$ cat src/rtl/vertex_fetch.sv
// ---------------------------------------------------------------------------
// vertex_fetch
//
// Purpose:
//   Fetches a batch of 3-component vertices (x, y, z as IEEE-754 singles)
//   from a fixed-latency word memory. Each vertex is presented as a
//   homogeneous 4-vector (w = 1.0) to a downstream matrix transform. Only
//   one vertex is outstanding at a time. The next vertex is fetched only
//   after the transform reports that it has consumed the current one.
//
// Parameters:
//   ADDR_WIDTH    vertex memory word address width
//   READ_LATENCY  cycles from rd_en_out to data_in valid (1..4)
//
// Ports:
//   clk_in         system clock, all logic on posedge
//   rst_in         asynchronous active-high reset
//   start_in       begin a batch (sampled in IDLE only)
//   base_addr_in   word address of vertex 0, x component
//   num_verts_in   number of vertices in the batch
//   addr_out       memory read address (holds when not reading)
//   rd_en_out      memory read strobe, one word per cycle
//   data_in        memory read data, READ_LATENCY cycles after rd_en_out
//   vec_out        {w, z, y, x} vertex for the transform ([0] = x)
//   vec_valid_out  one-cycle pulse, vec_out valid
//   xform_done_in  transform has consumed the current vertex
//   vert_idx_out   index of the vertex currently held in vec_out
//   busy_out       high whenever a batch is in progress
//   done_out       one-cycle pulse at batch completion
// ---------------------------------------------------------------------------
module vertex_fetch #(
  parameter int ADDR_WIDTH   = 16,
  parameter int READ_LATENCY = 2
) (
  input  logic                  clk_in,
  input  logic                  rst_in,
  input  logic                  start_in,
  input  logic [ADDR_WIDTH-1:0] base_addr_in,
  input  logic [15:0]           num_verts_in,
  output logic [ADDR_WIDTH-1:0] addr_out,
  output logic                  rd_en_out,
  input  logic [31:0]           data_in,
  output logic [3:0][31:0]      vec_out,
  output logic                  vec_valid_out,
  input  logic                  xform_done_in,
  output logic [15:0]           vert_idx_out,
  output logic                  busy_out,
  output logic                  done_out
);

  localparam logic [31:0] FLOAT_ONE = 32'h3F80_0000;

  typedef enum logic [2:0] {
    IDLE,
    ISSUE,
    WAIT_DATA,
    SEND,
    WAIT_XFORM
  } state_t;

  state_t                  state_q, state_d;
  logic [ADDR_WIDTH-1:0]   addr_q, addr_d;
  logic [15:0]             num_verts_q, num_verts_d;
  logic [15:0]             vert_idx_q, vert_idx_d;
  logic [1:0]              issue_cnt_q, issue_cnt_d;
  logic [1:0]              cap_cnt_q, cap_cnt_d;
  logic [READ_LATENCY-1:0] vld_q, vld_d;
  logic [3:0][31:0]        vec_q, vec_d;
  logic                    done_q, done_d;

  logic issuing;
  logic word_arrives;
  logic last_word;
  logic last_vertex;

  assign issuing      = (state_q == ISSUE);
  // The oldest stage of the valid pipe marks the cycle data_in carries a
  // word we asked for. Data is tracked by this pipe rather than by the FSM
  // so a latency change never requires retiming the state machine.
  assign word_arrives = vld_q[READ_LATENCY-1];
  assign last_word    = word_arrives && (cap_cnt_q == 2'd2);
  assign last_vertex  = (vert_idx_q == (num_verts_q - 16'd1));

  // Next-state and datapath logic. Every _d defaults to its _q so that
  // registers hold unless a branch below says otherwise.
  always_comb begin
    state_d     = state_q;
    addr_d      = addr_q;
    num_verts_d = num_verts_q;
    vert_idx_d  = vert_idx_q;
    issue_cnt_d = issue_cnt_q;
    cap_cnt_d   = cap_cnt_q;
    vec_d       = vec_q;
    done_d      = 1'b0;

    // Read-valid shift register: a strobe enters at stage 0 and emerges
    // READ_LATENCY cycles later alongside its data.
    vld_d    = '0;
    vld_d[0] = issuing;
    for (int i = 1; i < READ_LATENCY; i++) begin
      vld_d[i] = vld_q[i-1];
    end

    // Returned words fill x, y, z in order; the counter wraps after z so
    // the next vertex starts again at x.
    if (word_arrives) begin
      vec_d[cap_cnt_q] = data_in;
      cap_cnt_d        = (cap_cnt_q == 2'd2) ? 2'd0 : cap_cnt_q + 2'd1;
    end

    unique case (state_q)
      IDLE: begin
        if (start_in) begin
          if (num_verts_in != 16'd0) begin
            num_verts_d = num_verts_in;
            vert_idx_d  = 16'd0;
            addr_d      = base_addr_in;
            issue_cnt_d = 2'd0;
            cap_cnt_d   = 2'd0;
            state_d     = ISSUE;
          end else begin
            // Empty batch: nothing to read, report completion at once.
            done_d = 1'b1;
          end
        end
      end

      ISSUE: begin
        // Three back-to-back reads. The address stops on z so it holds
        // the last address read while the FSM waits.
        if (issue_cnt_q == 2'd2) begin
          issue_cnt_d = 2'd0;
          state_d     = WAIT_DATA;
        end else begin
          issue_cnt_d = issue_cnt_q + 2'd1;
          addr_d      = addr_q + ADDR_WIDTH'(1);
        end
      end

      WAIT_DATA: begin
        if (last_word) begin
          vec_d[3] = FLOAT_ONE;
          state_d  = SEND;
        end
      end

      SEND: begin
        state_d = WAIT_XFORM;
      end

      WAIT_XFORM: begin
        if (xform_done_in) begin
          if (last_vertex) begin
            done_d  = 1'b1;
            state_d = IDLE;
          end else begin
            // Vertices are packed back to back, so the next x sits one
            // word past the previous z (wrapping at the top of memory).
            vert_idx_d = vert_idx_q + 16'd1;
            addr_d     = addr_q + ADDR_WIDTH'(1);
            state_d    = ISSUE;
          end
        end
      end

      default: begin
        state_d = IDLE;
      end
    endcase
  end

  // State and datapath registers. Reset also flushes the read-valid pipe,
  // so words from an aborted batch that return later are never captured.
  always_ff @(posedge clk_in or posedge rst_in) begin
    if (rst_in) begin
      state_q     <= IDLE;
      addr_q      <= '0;
      num_verts_q <= '0;
      vert_idx_q  <= '0;
      issue_cnt_q <= '0;
      cap_cnt_q   <= '0;
      vld_q       <= '0;
      vec_q       <= '0;
      done_q      <= 1'b0;
    end else begin
      state_q     <= state_d;
      addr_q      <= addr_d;
      num_verts_q <= num_verts_d;
      vert_idx_q  <= vert_idx_d;
      issue_cnt_q <= issue_cnt_d;
      cap_cnt_q   <= cap_cnt_d;
      vld_q       <= vld_d;
      vec_q       <= vec_d;
      done_q      <= done_d;
    end
  end

  assign addr_out      = addr_q;
  assign rd_en_out     = issuing;
  assign vec_out       = vec_q;
  assign vec_valid_out = (state_q == SEND);
  assign vert_idx_out  = vert_idx_q;
  assign busy_out      = (state_q != IDLE);
  assign done_out      = done_q;

endmodule

$ cat config.mk
export PLATFORM = sky130hd
export DESIGN_NAME = vertex_fetch
export DESIGN_NICKNAME = d
export VERILOG_FILES = /design/src/rtl/vertex_fetch.sv
export SDC_FILE = /design/constraint.sdc
export NUM_CORES = 1
export LEC_CHECK = 0
export BUFFER_PORTS_ARGS = -buffer_cell sky130_fd_sc_hd__clkbuf_2
export CORE_ASPECT_RATIO = 1.5
export CORE_MARGIN = 1
export CORE_UTILIZATION = 34
export CTS_CLUSTER_DIAMETER = 60
export DETAILED_ROUTE_END_ITERATION = 8
export PLACE_DENSITY = 0.6
export SETUP_SLACK_MARGIN = 0.2
export SYNTH_ARGS = -nofsm -noshare
export SYNTH_HDL_FRONTEND = slang
export SYNTH_SLANG_ARGS = --single-unit
$ cat constraint.sdc
create_clock -name clk_in -period 6.7 [get_ports clk_in]
set_input_delay 0.67 -clock clk_in [delete_from_list [all_inputs] [get_ports clk_in]]
set_output_delay 0.67 -clock clk_in [all_outputs]
set_load 0.01 [all_outputs]
# Word-level counts from Yosys, hierarchy flattened

Cells that the tools add are included.

Register bits: 186
Bits in latches: 0
Bits in writable memories: 0
Bits in read-only memories: 0
Bits of input ports: 68
Output and inout port bits: 164
Memories kept: 0

Add/sub/neg operators: 5
$mul: 0
Divide/modulo/power cells: 0
$lt $le $gt $ge: 2
Eq/ne operators: 14
Shift-type cells: 0
Multiplexer cells: 38
Bitwise gates (word level): 0
Reduce and logical (&&, ||, !) cells: 13

Operators with widths:

| cell                    | number |
|---|---|
| $mux W16                | 9 |
| $bwmux W128             | 1 |
| $mux W128               | 1 |
| $mux W32                | 3 |
| $demux W32 S2           | 1 |
| $pmux W16 S3            | 1 |
| $add A16 B1 Y16 const B | 2 |
| $pmux W16 S2            | 1 |
| $eq A16 B16 Y1          | 1 |
| $mux W2                 | 8 |
| $reduce_bool A16 Y1     | 1 |
| $sub A16 B1 Y16 const B | 1 |
| $mux W3                 | 5 |
| $pmux W3 S5             | 1 |
| $ne A2 B2 Y1 const B    | 6 |
| $reduce_and A5 Y1       | 2 |
| $eq A3 B2 Y1 const B    | 2 |
| $reduce_and A3 Y1       | 2 |
| $reduce_and A6 Y1       | 1 |
| $reduce_bool A3 Y1      | 2 |
| $mux W1                 | 5 |
| $add A2 B1 Y2 const B   | 2 |
| $eq A2 B2 Y1 const B    | 2 |
| $pmux W2 S2             | 1 |
| other kinds (9)         | 11 |

# Longest topological paths before layout

Depth after elaboration: 8
Mapped depth: 12
Depth with buffers taken out: 10

# Worst setup path after synthesis

Ideal clock, no wire load.

Kind: reg-to-reg
Start: register num_verts_q[0]
End: register vert_idx_q[7] (netlist: vert_idx_out[7])
Setup time: 78 ps
Arrival time: 2715 ps
Required time: 6622 ps
Path slack: 3907 ps
Stages on the path, launching flop included: 12
Cell sequence: dfrtp_1 > inv_1 > ha_1 > nor4b_2 > nand3_1 > and3_1 > nor4_2 > a21oi_2 > a31o_4 > buf_6 > or4_1 > a21oi_1

Longest elaborated chain between the ends: 4

Ends and longest elaborated chain:

| item                        | RTL line | RTL |
|---|---|---|
| start, declared             | 63       | `logic [15:0] num_verts_q, num_verts_d;` |
| start signal, assigned      | 188      | `num_verts_q <= num_verts_d;` |
| $sub A16 B1 Y16             | 82       | `assign last_vertex = (vert_idx_q == (num_verts_q - 16'd1));` |
| $eq A16 B16 Y1              | 82       |  |
| $ne A2 B2 Y1 (no line)      | -        |  |
| $reduce_and A5 Y1 (no line) | -        |  |
| end signal, assigned        | 189      | `vert_idx_q <= vert_idx_d;` |
| end, declared               | 64       | `logic [15:0] vert_idx_q, vert_idx_d;` |

No other way between the ends.
A chain may end at the register's enable or synchronous reset.

# Worst setup path in the final report

Start: register num_verts_q[0]
End: register done_q (netlist: done_out)

Longest elaborated chain between the ends: 5

Ends and longest elaborated chain:

| item                 | RTL line | RTL |
|---|---|---|
| $sub A16 B1 Y16      | 82       |  |
| $eq A16 B16 Y1       | 82       |  |
| $mux W1              | 153      | `if (last_vertex) begin` |
| $mux W1              | 152      | `if (xform_done_in) begin` |
| $pmux W1 S2          | 111      | `unique case (state_q)` |
| net done_d           | 69       | `logic done_q, done_d;` |
| end signal, assigned | 194      | `done_q <= done_d;` |
| end, declared        | 69       |  |

The timed path passes the listed nets, and every way through them passes these cells.

==> results.json <==
{
  "status": "finished, final reports clean",
  "cp_data_required_time_ns": 7.04,
  "final_hold_viol_count": 0,
  "ctsHoldBuffers": 0,
  "setup_viol_count_final": 0,
  "hold_path_depth": 0,
  "avgSynthCellArea_um2": 10.7,
  "hold-worst-slack_ns": 0.354,
  "ys_warn_count": 0,
  "antenna_found_initial": 1,
  "area.growth.synth_to_final_pct": 24.6,
  "core_mm2": 0.0243,
  "p_leak_nw": 4.90,
  "drv_slew": 0,
  "clock_sinks": 186,
  "insertion_delay_ns": 0.44,
  "final.period_utilization_pct": 49.9,
  "worst-setup-path-type": "reg2reg",
  "num_rows": 70,
  "reg2reg_slack_ns": 3.35,
  "viasPerCell": 5.03,
  "clkTransAtPathRegs_ns": 0.07,
  "hp-class": "reg2reg",
  "gr-usage-all-layers_pct": 19.0,
  "synth_seq_cells": 186,
  "htreeDepth": 4,
  "nFillCells": 2466,
  "yosysUniqueCellTypes": 49,
  "syn_area_mm2": 0.00839,
  "dpl-instance-area_mm2": 0.00988,
  "hold_start": "vld_q[0]$_DFF_PP0_",
  "crit_path_end_kind": "flip-flop",
  "cts_buffers": 17,
  "crit_family": "simple AND/OR/NAND/NOR gates",
  "overflow": 0,
  "grt_max_degree": 128,
  "ys_seq_area_share_pct": 55.5,
  "synth_top_cell_by_area": "dfrtp_1",
  "start_util_pct": 34.5,
  "drtIter0Drc": 240,
  "die_area_mm2": 0.0253,
  "postCtsSetupBuffers": 0,
  "place_congestion": 0.901,
  "stdcell_count": 1346,
  "grt_pass1_wl_um": 36200,
  "drv_cap": 0,
  "die_width_um": 130,
  "routedWlPerCell_um": 17.3,
  "layout.nets": 1079,
  "drc": 0,
  "powerDensity_mw_per_mm2": 516,
  "synth-main-ff-cell": "dfrtp_1",
  "max_slew.worst_pin.slew_ns": 0.877,
  "path_max_fanout": 5,
  "timing.rr.end": "done_out$_DFF_PP0_",
  "grt_pass1_vias": 6497,
  "clockBufferDepth": 2,
  "drive_gt1_share_pct": 37.8,
  "fin_crit_ns": 3.35,
  "ant_nets": 0,
  "vias": 6770,
  "synth_top_area_share_pct": 55.5,
  "cts_resized": 0,
  "syn_inst": 787,
  "start_kind": "flip-flop",
  "hpwl_um": 16400,
  "io-pin-count": 232,
  "synth_nets": 858,
  "cp.arrival_ns": 3.69,
  "numPlacedInstances": 1313,
  "async_flop_share_pct": 100,
  "firstDrtPassIters": 4,
  "grt_setup_unrepaired": "false",
  "wirelength_um": 23200,
  "path_cells": "inv_1, ha_1, nor4b_2, nor2b_1, nor4b_1, nor2_1, or4_1, a2111oi_0, a31oi_1, nor3_1",
  "port_buffers": 231,
  "finalSetupTns_ns": 0,
  "cts-root-buf": "clkbuf_16",
  "synthTopCellsByArea": "dfrtp_1 (55%), mux2_2 (13%), nand2_1 (7.1%)",
  "design_area_mm2": 0.0105,
  "path_buf_inv": 1,
  "ff2ff_path_depth": 10,
  "final_util_pct": 42.9,
  "cts_tree": "yes",
  "cpPeakStageDelay_ns": 0.54,
  "final_common_cell": "clkbuf_2",
  "synth_edf_count": 0,
  "fmax_ghz": 0.299,
  "layout_common_cells": "clkbuf_2 (231), dfrtp_1 (186), nand2_1 (159)",
  "crit_slowest_cell": "a2111oi_0",
  "die_h_um": 194,
  "ir_worst_vdd_uv": 199,
  "skew_ns": 0.00952,
  "hold_end": "vld_q[1]$_DFF_PP0_",
  "rr_startpoint": "num_verts_q[0]$_DFFE_PP0P_",
  "timing.slew.headroom_pct": 41.5
}
==> where the power goes <==
part / switching (W) / internal [W]
Clock: 0.000466 / 0.000533
Sequential: 0.000372 / 0.00165
Combinational: 0.00133 / 0.00104
Total: 0.00216 / 0.00323
==> stage by stage <==
step / setup slack (ns) / total power [W]
3_3_place_gp: 3.43 / 0.00439
6_report: 3.35 / 0.00540
2_1_floorplan: 0.973 / 0.00355
4_1_cts: 3.36 / 0.00546
5_1_grt: 3.02 / 0.00582
3_5_place_dp: 3.45 / 0.00445
==> worst max path at each step <==
stage                                          start                           end  slack [ns]  cells after the start
after detailed placement  num_verts_q[0]$_DFFE_PP0P_  vert_idx_out[10]$_DFFE_PP0P_        3.45                     10
after CTS                 num_verts_q[2]$_DFFE_PP0P_            done_out$_DFF_PP0_        3.36                      8
final                     num_verts_q[0]$_DFFE_PP0P_            done_out$_DFF_PP0_        3.35                     10
after floorplan                               rst_in                     async pin        0.97                      1
after global placement    num_verts_q[2]$_DFFE_PP0P_            done_out$_DFF_PP0_        3.43                      8
after global routing      num_verts_q[0]$_DFFE_PP0P_            done_out$_DFF_PP0_        3.02                     10
==> worst register-to-register path, delay by kind of cell, from the launching register on <==
kind / cells / cell delay [ns]
flops: 1 / 0.41
fa+ha+maj: 1 / 0.21
compound gates: 2 / 0.72
buf+inv: 1 / 0.08
simple gates: 6 / 1.83
==> layout make-up <==
| type | instances | area [µm²] | share of cell area (%) |
|---|---|---|---|
| antenna | 1 | 2.50 | 0.0239 |
| clock buffer | 19 | 443 | 4.24 |
| clock inverter | 13 | 131 | 1.26 |
| inverter | 13 | 56.3 | 0.539 |
| multi-input combinational | 549 | 3530 | 33.8 |
| sequential | 186 | 4650 | 44.5 |
| tap | 324 | 405 | 3.88 |
| timing repair buffer | 241 | 1230 | 11.8 |
==> cell usage after synthesis (all sizes together), types with 6 or more instances <==
cell	instances
and3	10
dfrtp	186
nand4	6
o21ai	27
inv	13
mux2	97
or3	16
nor3	11
o22ai	9
nand2	159
nand3b	6
o31ai	7
xnor2	10
nand3	29
a21oi	70
nor4	8
clkbuf	34
xor2	6
or4	9
nor2	20
==> layer usage <==
metal	share of wire (%)	track usage [%]	vias to the layer above
met4	1.9	6.76	0
met2	55	35.1	180
met3	5.2	4.43	25
li1	-	-	3228
met1	38	20.6	3337
met5	0	0	-
==> logic make-up after synthesis <==
group	synth area share, %
mux	13.3
fa+ha+maj	0.447
compound gates	9.18
simple gates	17.2
flops	55.5
buf+inv	2.70
xor+xnor	1.67
(Power assumes the default switching activity.)
